$ cat config.mk
export PLATFORM = sky130hd
export DESIGN_NAME = rom_port_arbiter
export DESIGN_NICKNAME = d
export VERILOG_FILES = /design/src/rtl/rom_arb_pkg.sv /design/src/rtl/rom_arb_grant.sv /design/src/rtl/rom_port_arbiter.sv
export SDC_FILE = /design/constraint.sdc
export NUM_CORES = 1
export LEC_CHECK = 0
export ABC_AREA = 1
export CAP_MARGIN = 5
export CORE_MARGIN = 4
export CORE_UTILIZATION = 40
export CTS_BUF_LIST = sky130_fd_sc_hd__clkbuf_4 sky130_fd_sc_hd__clkbuf_8 sky130_fd_sc_hd__clkbuf_16
export DETAILED_ROUTE_END_ITERATION = 12
export PLACE_DENSITY = 0.78
export SYNTH_ARGS = -nofsm -noshare
export SYNTH_HDL_FRONTEND = slang
export SYNTH_SLANG_ARGS = --single-unit
export TNS_END_PERCENT = 10
$ cat constraint.sdc
create_clock -name clk -period 1.95 [get_ports clk]
set_clock_uncertainty 0.15 [all_clocks]
set_input_delay 0.4875 -clock clk [delete_from_list [all_inputs] [get_ports clk]]
set_output_delay 0.4875 -clock clk [all_outputs]
set_load 0.01 [all_outputs]
$ cat src/rtl/rom_arb_pkg.sv
// Shared types for the ROM port arbiter: FSM states, requester IDs and the
// word-alignment constant used by the address error check.
package rom_arb_pkg;

    typedef enum logic [1:0] {
        IDLE = 2'd0,
        READ = 2'd1,
        RESP = 2'd2
    } state_t;

    typedef enum logic {
        REQ_IF = 1'b0,
        REQ_LD = 1'b1
    } req_id_t;

    localparam int WORD_ALIGN_BITS = 2;

endpackage

$ cat src/rtl/rom_arb_grant.sv
// One-hot grant between the fetch (bit 0) and load (bit 1) requesters.
// On a tie the requester named by pointer wins.
module rom_arb_grant
    import rom_arb_pkg::*;
(
    input  logic       if_valid,
    input  logic       ld_valid,
    input  logic       pointer,
    output logic [1:0] grant
);

    always_comb begin
        grant = 2'b00;
        if (if_valid && ld_valid) begin
            grant = (pointer == REQ_LD) ? 2'b10 : 2'b01;
        end else if (if_valid) begin
            grant = 2'b01;
        end else if (ld_valid) begin
            grant = 2'b10;
        end
    end

endmodule

$ cat src/rtl/rom_port_arbiter.sv
// Shares one asynchronous ROM read port between fetch and load requesters,
// one request in flight. Define ROM_ARB_FAIR_EN for round-robin arbitration;
// otherwise fetch has fixed priority.
module rom_port_arbiter
    import rom_arb_pkg::*;
#(
    parameter int DATA_WIDTH = 32,
    parameter int ROM_BYTES  = 31
) (
    input  logic                  clk,
    input  logic                  rst_n,
    input  logic                  if_req_valid,
    output logic                  if_req_ready,
    input  logic [DATA_WIDTH-1:0] if_addr,
    input  logic                  ld_req_valid,
    output logic                  ld_req_ready,
    input  logic [DATA_WIDTH-1:0] ld_addr,
    output logic                  if_rsp_valid,
    input  logic                  if_rsp_ready,
    output logic [DATA_WIDTH-1:0] if_rsp_data,
    output logic                  if_rsp_err,
    output logic                  ld_rsp_valid,
    input  logic                  ld_rsp_ready,
    output logic [DATA_WIDTH-1:0] ld_rsp_data,
    output logic                  ld_rsp_err,
    output logic [DATA_WIDTH-1:0] rom_addr,
    input  logic [DATA_WIDTH-1:0] rom_rdata
);

    state_t                state_reg, state_next;
    req_id_t               owner_reg;
    logic [DATA_WIDTH-1:0] addr_reg;
    logic                  err_reg;
    logic [DATA_WIDTH-1:0] rsp_data_reg;
    logic                  rsp_err_reg;

    logic [1:0]            grant;
    logic                  pointer;
    logic                  accept;
    logic [DATA_WIDTH-1:0] sel_addr;
    logic                  rsp_ready_sel;

    // Misaligned or running past the last ROM byte; the extra bit stops wrap.
    function automatic logic addr_err(input logic [DATA_WIDTH-1:0] a);
        logic [DATA_WIDTH:0] last_byte;
        last_byte = {1'b0, a} + (DATA_WIDTH+1)'(3);
        return (a[WORD_ALIGN_BITS-1:0] != '0) ||
               (last_byte >= (DATA_WIDTH+1)'(ROM_BYTES));
    endfunction

    rom_arb_grant u_grant (
        .if_valid (if_req_valid),
        .ld_valid (ld_req_valid),
        .pointer  (pointer),
        .grant    (grant)
    );

    // Ready is masked by rst_n so nothing looks acceptable during reset.
    assign if_req_ready = rst_n && (state_reg == IDLE) && grant[0];
    assign ld_req_ready = rst_n && (state_reg == IDLE) && grant[1];
    assign accept       = if_req_ready || ld_req_ready;
    assign sel_addr     = grant[1] ? ld_addr : if_addr;

`ifdef ROM_ARB_FAIR_EN
    logic pointer_reg;

    always_ff @(posedge clk or negedge rst_n) begin
        if (!rst_n) begin
            pointer_reg <= REQ_IF;
        end else if (accept) begin
            pointer_reg <= grant[1] ? REQ_IF : REQ_LD;
        end
    end

    assign pointer = pointer_reg;
`else
    assign pointer = REQ_IF;
`endif

    assign rsp_ready_sel = (owner_reg == REQ_LD) ? ld_rsp_ready : if_rsp_ready;

    always_comb begin
        state_next = state_reg;
        case (state_reg)
            IDLE:    if (accept) state_next = READ;
            READ:    state_next = RESP;
            RESP:    if (rsp_ready_sel) state_next = IDLE;
            default: state_next = IDLE;
        endcase
    end

    always_ff @(posedge clk or negedge rst_n) begin
        if (!rst_n) begin
            state_reg    <= IDLE;
            owner_reg    <= REQ_IF;
            addr_reg     <= '0;
            err_reg      <= 1'b0;
            rsp_data_reg <= '0;
            rsp_err_reg  <= 1'b0;
        end else begin
            state_reg <= state_next;
            if (accept) begin
                owner_reg <= grant[1] ? REQ_LD : REQ_IF;
                addr_reg  <= sel_addr;
                err_reg   <= addr_err(sel_addr);
            end
            if (state_reg == READ) begin
                rsp_data_reg <= err_reg ? '0 : rom_rdata;
                rsp_err_reg  <= err_reg;
            end
        end
    end

    assign rom_addr     = ((state_reg == READ) && !err_reg) ? addr_reg : '0;
    assign if_rsp_valid = (state_reg == RESP) && (owner_reg == REQ_IF);
    assign ld_rsp_valid = (state_reg == RESP) && (owner_reg == REQ_LD);
    assign if_rsp_data  = rsp_data_reg;
    assign ld_rsp_data  = rsp_data_reg;
    assign if_rsp_err   = rsp_err_reg;
    assign ld_rsp_err   = rsp_err_reg;

endmodule

==> summary.md <==
- outcome: finished, violations left
- failing checks: setup timing
- Num Clock Sinks: 69
- Skew-Pair Late Insertion Delay: 0.32 ns
- global-route wire length before repair: 28.2 mm
- sum of negative setup slack: -6.56 ns
- wire length after detailed routing: 20.3 mm
- worst relative slew slack: 0.418
- hold-fix buffers at CTS: 0
- Arr. time, crit path: 2.53 ns
- total non-filler cell area in the finished layout: 9230 sq um
- Slowest cell on crit path: nor2_1
- Peak Freq: 406 MHz
- worst path setup slack after routing: -0.511 ns
- weighted congestion at the end of routability-driven global placement: 0.910
- Iter 0 DRT Violations: 540
- CTS Root Buffer Type: clkbuf_16
- IO Count: 204
- Worst Tran Pin Value: 0.873 ns
- Final setup viols: 33
- Period minus WS final: 2.46 ns
- element type at the critical path start: primary input
- Synth warnings: 0
- Num CTS Buffers: 9
- fraction of layout instances using a drive strength above 1: 0.388
- delay of the slowest cell on the worst path: 0.19 ns
- total cell area at the placement stage: 7720 sq um
- most common cell after layout, fill and taps aside: nand2_1
- total number of vias: 6273
- largest fanout of any net on the critical path: 4
- cell occurring most often along the worst timing path: nand2_1
- area occupied by multi-input gates: 3140 sq um
- type of the setup path with the least slack: in -> reg
- commonest cells after routing, fill and taps aside: nand2_1, clkdlybuf4s50_1, buf_4, inv_1, dfrtp_1
- Leak Pwr: 4.64 nW
- count of flip-flops with a built-in enable after synthesis: 0
- antenna violations before repair: 0
- CTS clk-pin slew, worst paths: 0.06 ns
- sequential standard cell area: 1730 sq um
- DRC viols: 0
- Final Max Slew Viols: 0
- setup repair after global routing missed its margin: yes
- gr usage total: 0.241
- top_reg_cell synth: dfrtp_1
- library cells used by synthesis: 35
- std cell rows: 40
- Syn Nets: 838
- area of the placeable core: 12100 sq um
- post-synthesis sequential element count: 69
- PD cells: 609 nW/um^2
- Hold Path Class: in -> async
- category of the worst setup path capture point: flip-flop
- Critical R2R Launch: state_reg[0]$_DFFE_PN0P_
- buffers and inverters on the worst path: 5
- overall die width: 120 microns
- fraction of the yosys area taken by sequential cells: 0.347
- cell area after synthesis: 4980 sq um
- sum of overflow across all layers after global routing: 0
- total iterations of the first detailed-routing run: 5
- DIE AREA: 14300 sq um
- IR Drop Worst-Case VDD: 0.411 mV
- Avg Vias per Cell: 5.12
- detailed placer's ending HPWL: 12.7 mm
- via count of the first global-routing pass: 5891
- number of nets with antenna violations after routing: 0
- gate count after technology mapping: 735
- Worst setup startpoint: if_req_valid
- Post-synth ARST share: 1.00
- Diodes inserted: 0
- number of buffers between clock root and the deepest sink: 2
- critical path data required time: 2.02 ns
- height of the chip: 120 microns
- H-tree depth: 3
- largest net degree at the start of global routing: 70
- number of port buffers: 203
- Final Cycle Share: 1.26
- drt wl/cell: 16.5 microns
- starting density of the core: 0.411
- hold violation count in the final report: 0
- # fillers: 835
- synthesis-to-layout area growth: 85.3%
- MaxCap Viol Count: 0
- net total in the final layout: 1156
- cell class contributing the biggest share of worst-path delay: simple AND/OR/NAND/NOR gates
- average cell area after synthesis: 6.77 sq um
- CTS tree: done
- critical path cell sequence: buf_8 -> inv_8 -> buf_4 -> clkbuf_16 -> nand3_1 -> nand2_2 -> nand2_4 -> nor2_4 -> nand2_4 -> nand2_1 -> nand2_1 -> nor2_1 -> nand3_1 -> nor2_1 -> nand2_1 -> nor2_1 -> nand4_1 -> nand2_1 -> inv_1
## final cells by class
| class | count | share of cell area |
|---|---|---|
| multi-input cells | 498 | 0.340 |
| repair buffers | 365 | 0.369 |
| flip-flops and latches | 69 | 0.187 |
| clock buffers | 13 | 0.0297 |
| clock inverters | 3 | 0.00461 |
| inverters | 110 | 0.0464 |
| well taps | 168 | 0.0228 |
## cells by family after synthesis
logic type	share of synthesized area
AOI/OAI and AO/OA	0.125
xor gates and xnor gates	0.00352
adders and majority gates	0.00251
buffers and inverters	0.166
DFF	0.347
and+or+nand+nor	0.355
## worst register-to-register path, stage by stage (launching register included)
cell and delay [ns]:
dfrtp_1 0.39, inv_2 0.08, buf_4 0.10, nand3_1 0.07, inv_2 0.09, nand2_2 0.07
buf_4 0.14, nand2_2 0.08, nand3_1 0.10, a21oi_2 0.12, nand3_1 0.08, nor2_1 0.13
nand2_1 0.07, nor2_1 0.08, nand4_1 0.09, nand2_1 0.07, inv_1 0.04
## routing by layer
metal | track usage | vias up | wire (microns)
met5 | 0 | - | 0
met4 | 0.0730 | 0 | 732
met3 | 0.0434 | 80 | 1710
met2 | 0.423 | 372 | 10000
met1 | 0.302 | 2922 | 7830
li1 | - | 2899 | -
## power by group
part / switching [mW] / leakage, nW / internal [mW]
logic: 1.18 / 3.59 / 0.873
clock network: 0.569 / 0.155 / 1.11
registers: 0.111 / 0.900 / 1.78
## synth_stat cells (2+ instances only)
library cell / number / area share
a21oi_1: 3 / 0.0030
a22o_1: 32 / 0.056
buf_4: 34 / 0.051
buf_6: 5 / 0.011
clkbuf_1: 15 / 0.011
dfrtp_1: 69 / 0.35
inv_1: 103 / 0.078
inv_2: 5 / 0.0038
nand2_1: 205 / 0.15
nand2_2: 18 / 0.023
nand2_4: 3 / 0.0068
nand3_1: 43 / 0.043
nand3b_1: 2 / 0.0030
nand4_1: 8 / 0.010
nor2_1: 99 / 0.075
nor2_2: 8 / 0.010
nor2_4: 6 / 0.014
nor3_1: 6 / 0.0060
o21ai_0: 40 / 0.040
o21ai_1: 7 / 0.0070
o21ai_2: 9 / 0.016
xor2_1: 2 / 0.0035
## what timing repair did
| action | in CTS | in global routing |
|---|---|---|
| setup buffers | 36 | 16 |
| gates cloned | 2 | 3 |
| gates resized for setup | 278 | 134 |
| pin swaps | 63 | 72 |
| endpoints found under the setup margin | 64 | 62 |
## through the flow
step / hold WS [ns] / power (mW) / setup slack [ns] / instances / util
final: 0.202 / 5.62 / -0.511 / 1226 / 0.762
after global routing: 0.289 / 5.94 / -0.633 / 1226 / 0.762
after CTS: 0.256 / 5.42 / -0.309 / 1208 / 0.708
after detailed placement: 0.364 / 3.53 / -1.14 / 1155 / 0.637
after global placement: 0.360 / 3.49 / -1.14 / 1155 / 0.637
after floorplan: 0.0419 / 2.76 / -0.339 / 735 / -
## final timing paths
path                                               end  cells after the start  slack, ns
max                                err_reg$_DFFE_PN0P_                     19      -0.51
min                            addr_reg[9]$_DFFE_PN0P_                      2       0.20
max reg2reg                        err_reg$_DFFE_PN0P_                     16      -0.11
min reg2reg                if_rsp_data[12]$_DFFE_PN0N_                      1       0.37
max in group asynchronous     addr_reg[21]$_DFFE_PN0P_                      2       0.86
min in group clk           if_rsp_data[12]$_DFFE_PN0N_                      1       0.37
Power figures use the tool's default switching activity.
